[src/rtl/ecdsa_digest_loader_if.sv]
// rtl/ecdsa_digest_loader_if.sv - digest word stream in, reduced z out
interface ecdsa_digest_loader_if #(
    parameter int WORD_W = 32
);
    logic              word_valid;
    logic [WORD_W-1:0] word_data;
    logic              word_ready;
    logic              z_valid;
    logic [255:0]      z_out;
    logic              z_ready;
    logic              z_reduced;

    modport master (
        output word_valid, word_data, z_ready,
        input  word_ready, z_valid, z_out, z_reduced
    );

    modport slave (
        input  word_valid, word_data, z_ready,
        output word_ready, z_valid, z_out, z_reduced
    );
endinterface

[src/rtl/ecdsa_digest_loader.sv]
// rtl/ecdsa_digest_loader.sv - assembles the hash digest into z and reduces it once mod n
module ecdsa_digest_loader #(
    parameter int           WORD_W    = 32,
    parameter int           NUM_WORDS = 256 / WORD_W,
    parameter logic [255:0] N         = 256'hFFFFFFFF_FFFFFFFF_FFFFFFFF_FFFFFFFE_BAAEDCE6_AF48A03B_BFD25E8C_D0364141
) (
    input  logic                  clk,
    input  logic                  master_reset,
    input  logic                  load_hash,
    input  logic                  abort,
    output logic                  busy,
    ecdsa_digest_loader_if.slave  zif
);
    localparam int CNT_W = (NUM_WORDS > 1) ? $clog2(NUM_WORDS) : 1;
    localparam logic [CNT_W-1:0] LAST = CNT_W'(NUM_WORDS - 1);

    // SUB registers the 257-bit difference so the borrow chain gets a full cycle
    // before REDUCE selects between z and z - N.
    typedef enum logic [2:0] {IDLE, COLLECT, SUB, REDUCE, PRESENT} state_t;

    state_t           state, state_nx;
    logic [CNT_W-1:0] cnt;
    logic [255:0]     z;
    logic [256:0]     diff;
    logic             reduced;
    logic             clear;
    logic             accept;
    logic [255:0]     word_ext;

    assign word_ext = 256'(zif.word_data);

    always_ff @(posedge clk or negedge master_reset) begin
        if (!master_reset) state <= IDLE;
        else               state <= state_nx;
    end

    always_comb begin
        state_nx = state;
        clear    = 1'b0;
        accept   = 1'b0;
        case (state)
            IDLE: begin
                if (load_hash) begin
                    clear    = 1'b1;
                    state_nx = COLLECT;
                end
            end
            COLLECT: begin
                if (zif.word_valid) begin
                    accept = 1'b1;
                    if (cnt == LAST) state_nx = SUB;
                end
            end
            SUB:     state_nx = REDUCE;
            REDUCE:  state_nx = PRESENT;
            PRESENT: if (zif.z_ready) state_nx = IDLE;
            default: state_nx = IDLE;
        endcase
        if (abort) begin
            state_nx = IDLE;
            clear    = 1'b1;
            accept   = 1'b0;
        end
    end

    always_ff @(posedge clk or negedge master_reset) begin
        if (!master_reset) begin
            z       <= '0;
            cnt     <= '0;
            diff    <= '0;
            reduced <= 1'b0;
        end else if (clear) begin
            z       <= '0;
            cnt     <= '0;
            reduced <= 1'b0;
        end else begin
            if (accept) begin
                z   <= (z << WORD_W) | word_ext;
                cnt <= (cnt == LAST) ? '0 : cnt + 1'b1;
            end
            if (state == SUB) diff <= {1'b0, z} - {1'b0, N};
            // No borrow out of bit 256 means z >= N; a single subtraction suffices since z < 2N.
            if (state == REDUCE && !diff[256]) begin
                z       <= diff[255:0];
                reduced <= 1'b1;
            end
        end
    end

    assign zif.word_ready = (state == COLLECT);
    assign zif.z_valid    = (state == PRESENT);
    assign zif.z_out      = z;
    assign zif.z_reduced  = reduced;
    assign busy           = (state != IDLE);
endmodule

[src/flat_wrapper.sv]
// flat-port wrapper written by rule: the top's interface ports become plain ports
module ecdsa_digest_loader_flat 
#(
    parameter int           WORD_W    = 32,
    parameter int           NUM_WORDS = 256 / WORD_W,
    parameter logic [255:0] N         = 256'hFFFFFFFF_FFFFFFFF_FFFFFFFF_FFFFFFFE_BAAEDCE6_AF48A03B_BFD25E8C_D0364141
)
  (clk, master_reset, load_hash, abort, busy, zif_word_valid, zif_word_data, zif_z_ready, zif_word_ready, zif_z_valid, zif_z_out, zif_z_reduced);
  ecdsa_digest_loader_if #(.WORD_W(WORD_W)) zif_i ();
  input  logic clk;
  input  logic master_reset;
  input  logic load_hash;
  input  logic abort;
  output logic busy;
  input wire logic [$bits(zif_i.word_valid)-1:0] zif_word_valid;
  input wire logic [$bits(zif_i.word_data)-1:0] zif_word_data;
  input wire logic [$bits(zif_i.z_ready)-1:0] zif_z_ready;
  output wire logic [$bits(zif_i.word_ready)-1:0] zif_word_ready;
  output wire logic [$bits(zif_i.z_valid)-1:0] zif_z_valid;
  output wire logic [$bits(zif_i.z_out)-1:0] zif_z_out;
  output wire logic [$bits(zif_i.z_reduced)-1:0] zif_z_reduced;
  assign zif_i.word_valid = zif_word_valid;
  assign zif_i.word_data = zif_word_data;
  assign zif_i.z_ready = zif_z_ready;
  assign zif_word_ready = zif_i.word_ready;
  assign zif_z_valid = zif_i.z_valid;
  assign zif_z_out = zif_i.z_out;
  assign zif_z_reduced = zif_i.z_reduced;
  ecdsa_digest_loader #(.WORD_W(WORD_W), .NUM_WORDS(NUM_WORDS), .N(N)) u_core (.clk(clk), .master_reset(master_reset), .load_hash(load_hash), .abort(abort), .busy(busy), .zif(zif_i));
endmodule
[config.mk]
export PLATFORM = sky130hd
export DESIGN_NAME = ecdsa_digest_loader_flat
export DESIGN_NICKNAME = d
export VERILOG_FILES = /design/src/rtl/ecdsa_digest_loader_if.sv /design/src/rtl/ecdsa_digest_loader.sv /design/src/flat_wrapper.sv
export SDC_FILE = /design/constraint.sdc
export NUM_CORES = 1
export LEC_CHECK = 0
export ABC_AREA = 1
export BUFFER_PORTS_ARGS = -buffer_cell sky130_fd_sc_hd__buf_4
export CAP_MARGIN = 20
export CORE_MARGIN = 2
export CORE_UTILIZATION = 40
export CTS_BUF_LIST = sky130_fd_sc_hd__clkbuf_8
export DETAILED_ROUTE_END_ITERATION = 7
export SYNTH_ARGS = -nofsm -noshare
export SYNTH_HDL_FRONTEND = slang
export SYNTH_SLANG_ARGS = --single-unit
[constraint.sdc]
create_clock -name clk -period 2.3 [get_ports clk]
set_input_delay 0.23 -clock clk [delete_from_list [all_inputs] [get_ports clk]]
set_output_delay 0.23 -clock clk [all_outputs]
set_load 0.1 [all_outputs]
==> summary.txt, run 1 <==
Floorplan
  – FP Rows: 112
  – Die W: 310 µm
  – Die height: 310 µm
  – Initial core utilization: 0.403
  – IO Count: 298

Yosys
  – Synth area leaders: dfrtp_1, nand2_1, inv_1
  – Gate Count Post-Synth: 6,000
  – Distinct cells, synth: 53
  – Async S/R FF share, synth: 1.00
  – Synth top area share: 0.346
  – Area leader, netlist: dfrtp_1
  – Post-synth EDFFs: 0
  – Avg Synthesized Cell Area: 6.26 µm²
  – Syn nets: 6,041
  – Sequential-to-total area share from yosys stat: 0.346
  – Netlist Area Pre-Place: 37,600 µm²
  – Yosys reg bits: 520
  – Main synth FF type: dfrtp_1
  – Synth Warn #: 0

CTS
  – Clock root cell: clkbuf_8
  – Clk buf depth: 3
  – Number of H-tree levels: 3
  – Clk sink count: 520
  – Cts bufs inserted: 102

Global route
  – Largest net degree at the start of global routing: 101
  – Global-route usage over all layers: 0.735
  – GR Overflow Total: 2
  – Initial antenna violation count: 42

Run status
  – Run status: did not finish
  – Stop Error: [ERROR GRT-0232] Routing congestion too high. Check the congestion heatmap in the GUI.
  – Halt Stage: global routing (5_1_grt)

Placement
  – GPL Wtd Cong: 1.16
  – Detailed placement HPWL: 216 mm
  – Area after DPL: 54,300 µm²
  – Post-Place Cells: 9,053
  – # port buffers: 297

STA
  – GR repair worst EP: u_core.diff[248]$_DFFE_PN0P_/D
  – Worst End Pin Type: register input
-- layer usage --
layer | track usage | overflow
met1 | 0.734 | 0
met3 | 0.579 | 0
met2 | 0.896 | 2
met5 | 0.366 | 0
met4 | 0.731 | 0
-- cells by family after synthesis --
| kind of cell | Yosys count | share of synthesized area |
|---|---|---|
| buffers and inverters | 951 | 0.0991 |
| DFF | 520 | 0.346 |
| adders and majority gates | 3 | 0.000999 |
| xor gates and xnor gates | 119 | 0.0277 |
| and+or+nand+nor | 3581 | 0.401 |
| AOI/OAI and AO/OA | 826 | 0.125 |
-- synth_stat cells (15+ instances only) --
cell type and n:
nand2_1 2151, inv_1 729, nor2_1 657, dfrtp_1 520
o21ai_0 407, nand3_1 357, o22ai_1 186, nand4_1 145
xor2_1 118, clkbuf_1 117, a21oi_1 104, nor3_1 67
nor2_2 56, inv_2 45, nand2_2 42, buf_2 41
o211ai_1 38, o32ai_1 32, o21ai_1 27, nor4_1 18
nor3_2 17, or2_1 17, nand3_2 15, nor2_4 15
-- timing repair --
| item | 4_1_cts |
|---|---|
| buffers inserted | 126 |
| pin swaps | 215 |
| gates resized for setup | 1230 |
| hold buffers | 42 |
| endpoints found under the hold margin | 455 |
| gates cloned | 0 |
| endpoints found under the setup margin | 217 |
-- through the flow --
step                      TNS [ns]  hold slack [ns]  worst slack (ns)
after global placement      -59.34            0.219            -0.996
after detailed placement    -65.01            0.224             -1.05
after floorplan             -28.78          -0.0656            -0.170
after CTS                    -5.41            0.149            -0.163
==> inputs of run 2 (changes only) <==
Settings changed: CORE_UTILIZATION 40 to 25, CTS_BUF_LIST sky130_fd_sc_hd__clkbuf_8 to unset, PLACE_DENSITY_LB_ADDON set to 0.15.
==> summary.txt, run 2 <==
Run status
  – Run status: complete, but fails checks (was did not finish)
  – Failing checks: setup timing

Power and ir drop
  – Pwr Density: 379 nW/µm²
  – Leak: 37.0 nW
  – VDD IR max: 0.469 mV

Worst setup path
  – Critical Path Slowest Stage Cell: dfrtp_2
  – Crit path required time: 2.95 ns
  – CP Data Arrival Time: 3.11 ns
  – Crit Path Class: register to register
  – Critical-path cell list: inv_2, buf_4, nand3_4, nor2_4, inv_2, nor2_4, clkinvlp_4, nor3b_4, nand2_2, nand2_4, buf_12, nand2_8, nand2_2, nand2_1, nand2_2, nand2_1, nand2_1
  – Reg2Reg Depth: 17
  – CP Max Fanout: 4
  – Critical path's largest stage delay: 0.44 ns
  – Buffer and inverter count on the worst path: 5
  – Critical Path Stages: 17
  – Critical path endpoint category: register
  – CP startpoint kind: register
  – Crit-path leading delay family: simple AND/OR/NAND/NOR gates

STA
  – Max Clk Rate: 0.406 GHz
  – Minimum clock period: 2.46 ns
  – Worst slew pin tran: 0.927 ns
  – Fin. max-slew vios: 0
  – Clk_skew: 0.0306 ns
  – Post-route setup slack: -0.160 ns
  – Hold_ws: 0.0479 ns
  – Max_slew headroom: 0.382
  – Hold Vio Cnt, Final: 0
  – Final worst-path cycle share: 1.07
  – RSZ-0062 raised after global routing: true
  – Setup Viol. Count Final: 140

Floorplan
  – FP Rows: 142 (was 112)
  – IO Count: 298 (unchanged)
  – Initial core utilization: 0.251 (was 0.403)
  – Core area: 150,000 µm²
  – Die W: 392 µm (was 310 µm)
  – Die Footprint: 153,000 µm²
  – Die height: 392 µm (was 310 µm)

Detailed routing
  – Max layer used: met4
  – WL met1: 118 mm
  – Drt drc: 0
  – Antenna-violating nets left: 0
  – Met2 WL post-DR: 127 mm
  – Drt total wl: 281 mm
  – DR vias/cell: 5.06
  – DRT Pass-1 Iters: 6
  – Total number of vias: 52,200
  – Met3 WL: 16.6 mm
  – DR WL/cell: 27.3 µm
  – Initial drt markers: 4,804

Yosys
  – Area leader, netlist: dfrtp_1 (unchanged)
  – Netlist Area Pre-Place: 37,600 µm² (unchanged)
  – Commonest cells post-synth: nand2_1, inv_1, nor2_1 (unchanged)
  – Post-synth EDFFs: 0 (unchanged)
  – Async S/R FF share, synth: 1.00 (unchanged)
  – Yosys reg bits: 520 (unchanged)
  – Distinct cells, synth: 53 (unchanged)
  – Most common cell in the netlist: nand2_1 (unchanged)
  – Main synth FF type: dfrtp_1 (unchanged)
  – Synth area leaders: dfrtp_1, nand2_1, inv_1 (unchanged)
  – Sequential-to-total area share from yosys stat: 0.346 (unchanged)
  – Avg Synthesized Cell Area: 6.26 µm² (unchanged)
  – Syn nets: 6,041 (unchanged)
  – Synth Warn #: 0 (unchanged)
  – Gate Count Post-Synth: 6,000 (unchanged)
  – Synth top area share: 0.346 (unchanged)

Global route
  – First-pass GRT wire length: 382 mm
  – Vias in the first global route: 50,400
  – GR Overflow Total: 0
  – Global-route usage over all layers: 0.355
  – Largest net degree at the start of global routing: 141
  – Initial antenna violation count: 5

CTS
  – Cts bufs inserted: 72 (was 102)
  – Number of H-tree levels: 3 (unchanged)
  – CTS tree: built
  – Clk sink count: 520 (unchanged)
  – Clock root cell: clkbuf_16 (was clkbuf_8)
  – Clk buf depth: 3 (unchanged)
  – Clock Pin Slew Worst Setup and Hold Paths: 0.06 ns
  – Worst-Skew Late Latency: 0.72 ns

Min path
  – Hold depth: 5
  – Hold WC Path Type: primary input to register

Run
  – Max_cap viols: 0

Final layout
  – Final nets: 8,287
  – Largest reg by FF count: u_core.diff
  – Post-Layout Cell Count: 10,300
  – Share of post-route cells with drive strength above 1: 0.551
  – FILL cells: 15,300
  – Area grow syn2layout: 89.9%
  – Commonest non-fill, non-tap cell in the layout: buf_4
  – Max reg flops: 257
  – Most frequent cells in the layout: buf_4, nand2_1, inv_1

Placement
  – Post-Place Cells: 9,853 (was 9,053)
  – GPL Wtd Cong: 1.09 (was 1.16)
  – Detailed placement HPWL: 230 mm (was 216 mm)
  – # port buffers: 297 (unchanged)
-- run 2: cell counts after synthesis --
No cell type changed its count.
-- run 2: cell type report --
type	count	area, µm²	area share
clock inverters	29	488	0.00684
inverters	776	3100	0.0435
clock buffers	104	2090	0.0294
repair buffers	2347	19800	0.277
multi-input cells	4529	30000	0.421
diodes	4	10.0	0.000140
flip-flops and latches	520	13300	0.187
well taps	2016	2520	0.0354
-- run 2: per-stage QoR --
step                total power [W]  utilization  cell area (µm²)  setup TNS (ns)  worst slack, ns
floorplan                    0.0124            -            37900          -28.78           -0.170
global placement             0.0140        0.372            55600          -66.52           -0.829
detailed placement           0.0141        0.372            55600          -70.45           -0.766
CTS                          0.0270        0.439            65600           -5.88           -0.128
global route                 0.0279        0.477            71300          -23.83           -0.251
finish                       0.0270        0.477            71400           -9.75           -0.160
-- run 2: per-layer routing --
layer | up-vias | GRT usage
met5 | - | 0
li1 | 23800 | -
met2 | 1962 | 0.566
met1 | 25900 | 0.462
met4 | 0 | 0.204
met3 | 513 | 0.0470
-- run 2: kinds of logic after synthesis --
family                     count (synthesis)  share of synthesized area
AOI/OAI and AO/OA                        826                      0.125
xor gates and xnor gates                 119                     0.0277
adders and majority gates                  3                   0.000999
buffers and inverters                    951                     0.0991
DFF                                      520                      0.346
and+or+nand+nor                         3581                      0.401
-- run 2: where the power goes --
group	switching, W	internal, W	total (W)	leakage, nW
clock network	0.00504	0.00761	0.0126	1.26
logic	0.00232	0.00134	0.00366	29.1
registers	0.000618	0.0101	0.0107	6.64
-- run 2: worst paths after layout --
path	slack (ns)	from	endpoint
worst min register to register	0.47	u_core.diff[185]	u_core.diff[185]
worst max register to register	-0.16	u_core.zif.z_out[62]	u_core.diff[249]
min in group asynchronous	0.14	master_reset	u_core.zif.z_reduced
max in group asynchronous	1.33	master_reset	u_core.zif.z_out[93]
worst min-delay path	0.05	zif_z_ready	u_core.state[1]
worst max-delay path	-0.16	u_core.zif.z_out[62]	u_core.diff[249]
-- run 2: worst min-delay path: cells and delay by family --
family,cells,cell delay [ns]
AOI/OAI and AO/OA,2,0.26
buffers and inverters,2,0.15
and+or+nand+nor,1,0.07
-- run 2: what timing repair did --
action / in CTS / in global routing
setup buffers: 183 / 146
pin swaps: 345 / 547
cloned: 0 / 0
hold buffers: 37 / 0
hold endpoints to repair: 554 / 0
endpoints found under the setup margin: 249 / 212
gates resized for setup: 1628 / 1331
Note: power is estimated with default switching activity, not from simulation.
